### src/rtl/alu_pkg.sv
// Shared opcodes, slice controls and FSM encoding for the bit-serial ALU.
package alu_pkg;

  localparam logic [3:0] ALU_CTRL_AND = 4'b0000;
  localparam logic [3:0] ALU_CTRL_OR  = 4'b0001;
  localparam logic [3:0] ALU_CTRL_ADD = 4'b0010;
  localparam logic [3:0] ALU_CTRL_SUB = 4'b0110;
  localparam logic [3:0] ALU_CTRL_SLT = 4'b0111;
  localparam logic [3:0] ALU_CTRL_NOR = 4'b1100;

  localparam logic [1:0] ALU_OP_AND  = 2'b00;
  localparam logic [1:0] ALU_OP_OR   = 2'b01;
  localparam logic [1:0] ALU_OP_ADD  = 2'b10;
  localparam logic [1:0] ALU_OP_LESS = 2'b11;

  typedef logic [1:0] state_t;
  localparam state_t S_IDLE = 2'd0;
  localparam state_t S_RUN  = 2'd1;
  localparam state_t S_DONE = 2'd2;

  typedef struct packed {
    logic       a_invert;
    logic       b_invert;
    logic       cin0;
    logic [1:0] operation;
  } slice_ctrl_t;

  function automatic slice_ctrl_t alu_decode(input logic [3:0] ctrl);
    slice_ctrl_t c;
    case (ctrl)
      ALU_CTRL_AND: c = '{1'b0, 1'b0, 1'b0, ALU_OP_AND};
      ALU_CTRL_OR:  c = '{1'b0, 1'b0, 1'b0, ALU_OP_OR};
      ALU_CTRL_ADD: c = '{1'b0, 1'b0, 1'b0, ALU_OP_ADD};
      ALU_CTRL_SUB: c = '{1'b0, 1'b1, 1'b1, ALU_OP_ADD};
      ALU_CTRL_SLT: c = '{1'b0, 1'b1, 1'b1, ALU_OP_ADD};
      ALU_CTRL_NOR: c = '{1'b1, 1'b1, 1'b0, ALU_OP_AND};
      default:      c = '{1'b0, 1'b0, 1'b0, ALU_OP_AND};
    endcase
    return c;
  endfunction

  function automatic logic alu_ctrl_supported(input logic [3:0] ctrl);
    return ctrl inside {ALU_CTRL_AND, ALU_CTRL_OR, ALU_CTRL_ADD, ALU_CTRL_SUB, ALU_CTRL_SLT,
                        ALU_CTRL_NOR};
  endfunction

endpackage

### src/rtl/alu_bit_slice.sv
// Combinational 1-bit ALU slice: optional operand inversion, AND/OR/ADD/LESS select.
module alu_bit_slice
  import alu_pkg::*;
(
  input  logic       a_i,
  input  logic       b_i,
  input  logic       cin_i,
  input  logic       a_invert_i,
  input  logic       b_invert_i,
  input  logic [1:0] operation_i,
  input  logic       less_i,
  output logic       result_o,
  output logic       cout_o,
  output logic       set_o
);

  logic a_eff, b_eff, sum;

  always_comb begin
    a_eff  = a_i ^ a_invert_i;
    b_eff  = b_i ^ b_invert_i;
    sum    = a_eff ^ b_eff ^ cin_i;
    cout_o = (a_eff & b_eff) | (a_eff & cin_i) | (b_eff & cin_i);
    set_o  = sum;
    case (operation_i)
      ALU_OP_AND: result_o = a_eff & b_eff;
      ALU_OP_OR:  result_o = a_eff | b_eff;
      ALU_OP_ADD: result_o = sum;
      default:    result_o = less_i;
    endcase
  end

endmodule

### src/rtl/alu_serial_ctrl.sv
// Bit-serial ALU sequencer: one operation stepped LSB first through a 1-bit slice.
// Optional ALU_SERIAL_FLAGS_EN adds zero_o / overflow_o result flags.
module alu_serial_ctrl
  import alu_pkg::*;
#(
  parameter int unsigned WIDTH = 32
) (
  input  logic             clk_i,
  input  logic             rst_i,
  input  logic             in_valid_i,
  output logic             in_ready_o,
  input  logic [3:0]       alu_ctrl_i,
  input  logic [WIDTH-1:0] src1_i,
  input  logic [WIDTH-1:0] src2_i,
  output logic             out_valid_o,
  input  logic             out_ready_i,
`ifdef ALU_SERIAL_FLAGS_EN
  output logic             zero_o,
  output logic             overflow_o,
`endif
  output logic [WIDTH-1:0] result_o
);

  localparam int unsigned CNT_W = $clog2(WIDTH);
  localparam logic [CNT_W-1:0] LastBit = CNT_W'(WIDTH - 1);

  state_t           state_q;
  logic [CNT_W-1:0] cnt_q;
  logic             carry_q;
  logic [WIDTH-1:0] a_sh_q, b_sh_q, res_q;
  logic             a_inv_q, b_inv_q, slt_q, unsup_q;
  logic [1:0]       op_q;
  slice_ctrl_t      dec;
  logic             slice_res, slice_cout, slice_set, msb_ovf;
  logic [WIDTH-1:0] res_shift;

  alu_bit_slice u_slice (
    .a_i         (a_sh_q[0]),
    .b_i         (b_sh_q[0]),
    .cin_i       (carry_q),
    .a_invert_i  (a_inv_q),
    .b_invert_i  (b_inv_q),
    .operation_i (op_q),
    .less_i      (1'b0),
    .result_o    (slice_res),
    .cout_o      (slice_cout),
    .set_o       (slice_set)
  );

  always_comb begin
    dec       = alu_decode(alu_ctrl_i);
    msb_ovf   = carry_q ^ slice_cout;
    res_shift = {slice_res, res_q[WIDTH-1:1]};
  end

  always_ff @(posedge clk_i) begin
    if (rst_i) begin
      state_q <= S_IDLE;
      cnt_q   <= '0;
      carry_q <= 1'b0;
      a_sh_q  <= '0;
      b_sh_q  <= '0;
      res_q   <= '0;
      a_inv_q <= 1'b0;
      b_inv_q <= 1'b0;
      op_q    <= ALU_OP_AND;
      slt_q   <= 1'b0;
      unsup_q <= 1'b0;
    end else begin
      case (state_q)
        S_IDLE: begin
          if (in_valid_i) begin
            a_sh_q  <= src1_i;
            b_sh_q  <= src2_i;
            a_inv_q <= dec.a_invert;
            b_inv_q <= dec.b_invert;
            op_q    <= dec.operation;
            carry_q <= dec.cin0;
            slt_q   <= (alu_ctrl_i == ALU_CTRL_SLT);
            unsup_q <= !alu_ctrl_supported(alu_ctrl_i);
            cnt_q   <= '0;
            state_q <= S_RUN;
          end
        end
        S_RUN: begin
          a_sh_q  <= a_sh_q >> 1;
          b_sh_q  <= b_sh_q >> 1;
          carry_q <= slice_cout;
          if (cnt_q == LastBit) begin
            // MSB cycle: the final result (including SLT fix-up) lands with DONE.
            cnt_q   <= '0;
            state_q <= S_DONE;
            if (unsup_q)    res_q <= '0;
            else if (slt_q) res_q <= {{(WIDTH-1){1'b0}}, slice_set ^ msb_ovf};
            else            res_q <= res_shift;
          end else begin
            cnt_q <= cnt_q + 1'b1;
            res_q <= res_shift;
          end
        end
        S_DONE: begin
          if (out_ready_i) state_q <= S_IDLE;
        end
        default: state_q <= S_IDLE;
      endcase
    end
  end

  assign in_ready_o  = (state_q == S_IDLE);
  assign out_valid_o = (state_q == S_DONE);
  assign result_o    = res_q;

`ifdef ALU_SERIAL_FLAGS_EN
  logic arith_q, ovf_q;

  always_ff @(posedge clk_i) begin
    if (rst_i) begin
      arith_q <= 1'b0;
      ovf_q   <= 1'b0;
    end else begin
      if (state_q == S_IDLE && in_valid_i) begin
        arith_q <= (alu_ctrl_i == ALU_CTRL_ADD) || (alu_ctrl_i == ALU_CTRL_SUB);
      end
      if (state_q == S_RUN && cnt_q == LastBit) ovf_q <= msb_ovf;
    end
  end

  assign zero_o     = out_valid_o && (res_q == '0);
  assign overflow_o = out_valid_o && arith_q && ovf_q;
`endif

endmodule

### config.mk
export PLATFORM = sky130hd
export DESIGN_NAME = alu_serial_ctrl
export DESIGN_NICKNAME = d
export VERILOG_FILES = /design/src/rtl/alu_pkg.sv /design/src/rtl/alu_bit_slice.sv /design/src/rtl/alu_serial_ctrl.sv
export SDC_FILE = /design/constraint.sdc
export NUM_CORES = 1
export LEC_CHECK = 0
export BUFFER_PORTS_ARGS = -buffer_cell sky130_fd_sc_hd__buf_2
export CAP_MARGIN = 20
export CORE_MARGIN = 2
export CORE_UTILIZATION = 25
export CTS_CLUSTER_DIAMETER = 100
export DETAILED_ROUTE_END_ITERATION = 8
export GPL_ROUTABILITY_DRIVEN = 0
export HOLD_SLACK_MARGIN = 0.1
export PLACE_DENSITY = 0.43
export REMOVE_ABC_BUFFERS = 1
export SYNTH_ARGS = -nofsm -noshare
export SYNTH_HDL_FRONTEND = slang
export SYNTH_SLANG_ARGS = --single-unit
### constraint.sdc
create_clock -name clk_i -period 5.05 [get_ports clk_i]
set_input_delay 0.7575 -clock clk_i [delete_from_list [all_inputs] [get_ports clk_i]]
set_output_delay 0.7575 -clock clk_i [all_outputs]
set_load 0.01 [all_outputs]
==> results of run 1 <==
==> per-layer routing <==
layer | up-vias | track usage
met5 | - | 0
met1 | 1943 | 0.163
met4 | 0 | 0.0468
li1 | 2152 | -
met3 | 17 | 0.0296
met2 | 90 | 0.187
==> worst reg2reg max path, delay by kind of cell (launching register included) <==
| family | cells | cell delay, ns |
|---|---|---|
| flops | 1 | 0.52 |
| simple gates | 2 | 0.76 |
| buf+inv | 1 | 0.61 |
| compound gates | 1 | 0.27 |
==> worst min path at each step <==
| stage | end | start | cells past startpoint |
|---|---|---|---|
| final | result_o[0] | result_o[0] | 2 |
| after global placement | result_o[3] | result_o[3] | 2 |
| after floorplan | slt_q | slt_q | 2 |
| after global routing | result_o[29] | result_o[29] | 2 |
| after detailed placement | result_o[30] | result_o[30] | 2 |
| after CTS | result_o[30] | result_o[30] | 2 |
==> layout make-up <==
class,count,area (um2),area share
sequential,110,2200,0.397
clock inverter,1,5.00,0.000902
tap,229,287,0.0516
multi-input combinational,415,2190,0.395
clock buffer,14,264,0.0476
timing repair buffer,110,586,0.106
inverter,4,15.0,0.00271
==> layout by cell type, fill, tap and decap left out, drive strengths merged, types with 2 or more instances in the layout <==
cell type	Yosys	layout
nand3	38	38
buf	16	110
clkbuf	36	14
inv	4	4
nor2	71	71
nand2b	2	2
o21ai	3	3
nor3b	3	3
nor3	2	2
a21oi	37	37
a22oi	4	4
fa	2	2
a311oi	63	63
ha	4	4
nor2b	2	2
dfxtp	110	110
nand2	163	163
==> sequential cells by signal (all words and copies together), names as in the netlist <==
name / flops
result_o: 32
state_q: 2
cnt_q: 5
unsup_q: 1
a_inv_q: 1
slt_q: 1
b_sh_q: 32
op_q: 2
b_inv_q: 1
a_sh_q: 32
carry_q: 1
==> power breakdown <==
part	total [mW]	switching, mW	internal [mW]
logic	0.222	0.140	0.0818
clock network	0.666	0.306	0.359
registers	0.947	0.0280	0.919
==> logic make-up (layout without fill, tap and decap cells) <==
kind of cell | after synthesis | count (layout) | share of synthesized area
muxes | 1 | 1 | 0.00217
AOI/OAI and AO/OA | 117 | 117 | 0.188
xor gates and xnor gates | 2 | 2 | 0.00380
adders and majority gates | 6 | 6 | 0.0196
buffers and inverters | 56 | 129 | 0.0505
and+or+nand+nor | 289 | 289 | 0.258
DFF | 110 | 110 | 0.478
==> results by group, run 1 <==
Run status
  – Outcome: completed

Global route
  – Vias in the first global route: 3909
  – First-pass GRT wire length: 19500 um
  – Maximum number of pins on one net before global-route repair: 97
  – Antenna violations before repair: 0
  – Combined global-route utilization of all metal layers: 0.121
  – GRT Residual Overflow: 0

Synth
  – Proportion of register bits with asynchronous set or reset after synthesis: 0
  – Count of mapped cells out of synthesis: 581
  – Top cells by area in the synthesized netlist: dfxtp_1, nand2_1, a311oi_1, nor2_1, nand3_1
  – Mapped Area: 4610 um2
  – Yosys warning total: 0
  – Dominant cell by count in the synthesized netlist: nand2_1
  – Leading area contributor after synthesis: dfxtp_1
  – Number of distinct library cells after synthesis: 41
  – Part of the Yosys area used for sequential elements: 0.478
  – Most used DFF post-synth: dfxtp_1
  – Seq cells post-synth: 110
  – Post-Synthesis Mean Instance Area: 7.93 um2
  – Top-area cell type share of the netlist area: 0.478
  – EDFF count, synth: 0
  – Leading cell types by count after synthesis: nand2_1, dfxtp_1, nor2_1, a311oi_1, nand3_1

Clock tree
  – Hold-fix buffers, CTS: 0
  – Worst-Skew Late Latency: 0.35 ns
  – Clock tree from TritonCTS: built
  – Clock transition at path regs: 0.07 ns
  – Quantity of gates resized following cts: 0
  – Clock buffer count from CTS: 9
  – Clock root buffer master: clkbuf_16
  – Buffer depth of the longest clock path: 2
  – Number of setup buffers added after CTS: 0
  – Number of clock sinks seen by CTS: 110
  – Number of H-tree levels: 3

Finish
  – Antenna diode instance count: 0
  – Final standard cell utilization of the core: 0.308
  – Fraction of layout cells with a size suffix above 1: 0.193
  – NumNets Final: 728
  – FILL cells: 1991
  – Post-Layout Inst Area: 5550 um2
  – Layout Cells excl Fill: 883
  – Layout-stage area growth over the synthesis result: 20.5%

STA
  – Sum of negative setup slack: 0 ns
  – Worst clock skew: 0.00571 ns
  – Part of the cycle the worst path needs: 0.446
  – Worst Setup Slack, final: 2.80 ns
  – Worst slew margin relative to its limit: 0.312
  – Worst Max-Slew Pin Slew: 1.03 ns
  – Number of slew-limit violations in the final report: 0
  – RSZ-0062 raised after global routing: false
  – Setup-failing EPs final: 0
  – Peak Freq: 444 MHz
  – Hold WS: 0.466 ns
  – Tmin final: 2.25 ns
  – Final-report hold violation count: 0

Setup path
  – Crit. Startpoint: state_q[0]
  – Worst flop-to-flop path startpoint: state_q[0]
  – Number of buffer and inverter stages on the critical path: 1
  – Crit-path cells: and2b_4, buf_4, nand2_1, a311oi_1
  – Critical path type: reg -> reg
  – Critical path capture point: b_sh_q[16]
  – Peak fanout along the critical path: 52
  – Reg-to-Reg End: b_sh_q[16]
  – Dominant delay contributor by cell family on the critical path: simple AND/OR/NAND/NOR gates
  – Endpoint kind of the worst setup timing path: flop
  – Slowest-stage cell, CP: and2b_4
  – Register-to-register path setup slack: 2.80 ns
  – Critical path data required time: 5.30 ns
  – Total stage count of the critical path: 4
  – Signal arrival time at the worst endpoint: 2.50 ns
  – Largest incremental delay on the critical path: 0.63 ns
  – Crit path launch type: flop
  – Worst reg-to-reg path cell count: 4

Hold path
  – Min-delay worst type: reg -> reg

Routing
  – DRC violations left: 0
  – Vias after detailed routing: 4202
  – Length of routed wiring on met1: 5940 um
  – Average routed wire per standard cell: 13.7 um
  – Violation count after the first detailed-route iteration: 190
  – Antenna Nets Post-Route: 0
  – Number of detailed-route iterations in the first pass: 5
  – Top Metal Used: met4
  – Via/cell ratio: 4.76
  – Routed met2 length: 5390 um
  – Met3 Wirelength: 564 um
  – Total detailed-routing wirelength: 12100 um

Floorplan
  – Placeable core area: 18000 um2
  – Num rows: 49
  – Total Die Area: 19500 um2
  – Effective utilization at floorplan: 0.256
  – Overall die height: 140 um
  – Overall die width: 140 um
  – Count of boundary I/O pins: 106

Power
  – Areal power density over the cells: 331 nW/um2
  – Max IR drop VDD: 0.151 mV
  – Leakage power: 2.24 nW
  – Overall power after layout: 1.83 mW

Placed design
  – Worst setup slack after placement: 2.38 ns
  – Cell total after placement: 867
  – Number of buffers added on ports: 105
  – HPWL reported at the end of detailed placement: 7550 um
  – Post-detailed-placement cell area: 5250 um2

Run
  – Max-capacitance violation count: 0
Note: power is estimated with default switching activity, not from simulation.
==> run 2: changes to the inputs <==
PLACE_DENSITY = 0.45   (was 0.43)
clock period = 1.9 ns   (was 5.05 ns; I/O delays follow)
==> results by group, run 2 (synthesis results as in run 1) <==
Routing
  – Total detailed-routing wirelength: 12400 um (was 12100 um)
  – Vias after detailed routing: 4288 (was 4202)
  – Violation count after the first detailed-route iteration: 203 (was 190)
  – Average routed wire per standard cell: 13.9 um (was 13.7 um)
  – Antenna Nets Post-Route: 0 (unchanged)
  – Via/cell ratio: 4.80 (was 4.76)
  – Number of detailed-route iterations in the first pass: 4 (was 5)
  – DRC violations left: 0 (unchanged)

Run
  – Max-capacitance violation count: 0 (unchanged)

Placed design
  – Post-detailed-placement cell area: 5450 um2 (was 5250 um2)
  – HPWL reported at the end of detailed placement: 8100 um (was 7550 um)
  – Cell total after placement: 878 (was 867)
  – Number of buffers added on ports: 105 (unchanged)

Floorplan
  – Placeable core area: 18000 um2 (unchanged)
  – Overall die height: 140 um (unchanged)
  – Total Die Area: 19500 um2 (unchanged)
  – Overall die width: 140 um (unchanged)
  – Effective utilization at floorplan: 0.256 (unchanged)
  – Num rows: 49 (unchanged)
  – Count of boundary I/O pins: 106 (unchanged)

Finish
  – Fraction of layout cells with a size suffix above 1: 0.211 (was 0.193)
  – Antenna diode instance count: 0 (unchanged)
  – Layout Cells excl Fill: 893 (was 883)
  – Post-Layout Inst Area: 5760 um2 (was 5550 um2)
  – NumNets Final: 738 (was 728)
  – Multi-input logic area: 2200 um2 (was 2190 um2)
  – Sequential cell area: 2200 um2 (unchanged)
  – Layout-stage area growth over the synthesis result: 25.2% (was 20.5%)
  – Leading cell type in the layout, fill and taps excluded: nand2_1 (unchanged)
  – FILL cells: 2008 (was 1991)
  – Top library cells by usage in the layout, fill and taps aside: nand2_1, dfxtp_1, buf_2 (unchanged)

STA
  – Number of slew-limit violations in the final report: 0 (unchanged)
  – Sum of negative setup slack: 0 ns (unchanged)
  – Part of the cycle the worst path needs: 0.915 (was 0.446)
  – Hold WS: 0.170 ns (was 0.466 ns)
  – Tmin final: 1.74 ns (was 2.25 ns)
  – Final-report hold violation count: 0 (unchanged)
  – Worst clock skew: 0.00644 ns (was 0.00571 ns)
  – RSZ-0062 raised after global routing: false (unchanged)
  – Peak Freq: 575 MHz (was 444 MHz)
  – Setup-failing EPs final: 0 (unchanged)
  – Worst slew margin relative to its limit: 0.699 (was 0.312)
  – Worst Max-Slew Pin Slew: 0.451 ns (was 1.03 ns)

Hold path
  – Min-delay worst type: in -> reg (was reg -> reg)

Power
  – Areal power density over the cells: 894 nW/um2 (was 331 nW/um2)
  – Net switching fraction of the power: 0.256 (was 0.258)
  – Sw power: 1.32 mW (was 474 uW)
  – Leakage power: 2.34 nW (was 2.24 nW)
  – Proportion of power drawn by combinational gates: 0.125 (was 0.121)
  – Clock power frac: 0.387 (was 0.363)
  – Overall power after layout: 5.15 mW (was 1.83 mW)
  – Max IR drop VDD: 0.489 mV (was 0.151 mV)
  – Internal power: 3.83 mW (was 1.36 mW)
  – Sequential share of power: 0.489 (was 0.516)

Clock tree
  – Hold-fix buffers, CTS: 0 (unchanged)
  – Buffer depth of the longest clock path: 2 (unchanged)
  – Clock root buffer master: clkbuf_16 (unchanged)
  – Number of clock sinks seen by CTS: 110 (unchanged)
  – Number of setup buffers added after CTS: 0 (unchanged)
  – Worst-Skew Late Latency: 0.35 ns (about the same)
  – Quantity of gates resized following cts: 0 (unchanged)
  – Clock transition at path regs: 0.07 ns (about the same)
  – Clock tree from TritonCTS: built (unchanged)
  – Number of H-tree levels: 3 (unchanged)
  – Clock buffer count from CTS: 9 (unchanged)

Setup path
  – Critical path type: reg -> reg (unchanged)
  – Peak fanout along the critical path: 25 (was 52)
  – Signal arrival time at the worst endpoint: 2.02 ns (was 2.50 ns)
  – Endpoint kind of the worst setup timing path: flop (unchanged)
  – Crit path launch type: flop (unchanged)
  – Register-to-register path setup slack: 0.16 ns (was 2.80 ns)
  – Critical path data required time: 2.18 ns (was 5.30 ns)

Global route
  – Maximum number of pins on one net before global-route repair: 74 (was 97)
  – Combined global-route utilization of all metal layers: 0.127 (was 0.121)
  – Vias in the first global route: 4130 (was 3909)
  – First-pass GRT wire length: 20500 um (was 19500 um)
  – Antenna violations before repair: 0 (unchanged)
  – GRT Residual Overflow: 0 (unchanged)

Run status
  – Outcome: completed (unchanged)
==> run 2: cell types whose count changed in the layout (fill, tap and decap cells not counted), sizes merged <==
cell / previous run / this run
buf: 110 / 120
bufinv: 0 / 1
clkbuf: 14 / 13
clkinv: 1 / 0
inv: 4 / 5
==> run 2: metrics by stage <==
stage,util,setup WS (ns)
finish,0.320,0.162
global route,0.320,0.0180
CTS,0.319,0.0452
detailed placement,0.302,0.0703
global placement,0.302,0.136
floorplan,-,-0.716
==> run 2: power by group through the flow <==
stage                     sequential [mW]  clock (mW)  combinational (mW)
after floorplan                      2.55           0               0.366
after global placement               2.57           0               0.643
after detailed placement             2.57           0               0.652
after CTS                            2.52        2.08               0.653
after global routing                 2.54        2.16               0.724
final                                2.52        1.99               0.643
==> run 2: path summary, 6_finish.rpt <==
kind,startpoint,to,depth (start not counted)
worst max-delay path,cnt_q[0],result_o[9],7
worst min register to register,result_o[7],result_o[7],2
worst max register to register,cnt_q[0],result_o[9],7
worst min-delay path,src2_i[31],b_sh_q[31],3
==> run 2: final cells by class <==
type,count,area share
flip-flops and latches,110,0.382
multi-input cells,415,0.381
repair buffers,120,0.131
well taps,229,0.0497
clock buffers,13,0.0469
clock inverters,2,0.00673
inverters,4,0.00260
==> run 2: critical path, cell delays in order, from the launching register on <==
cell,delay [ns]
dfxtp_1,0.35
ha_1,0.25
and3_1,0.19
ha_2,0.19
o21ai_2,0.19
buf_12,0.23
nand3_1,0.09
a21oi_1,0.15
==> run 2: layer usage <==
layer,track usage,vias to the layer above,share of wire
met3,0.0420,12,0.051
met4,0.0321,0,0.013
li1,-,2171,-
met2,0.205,89,0.45
met1,0.165,2016,0.49
met5,0,-,0
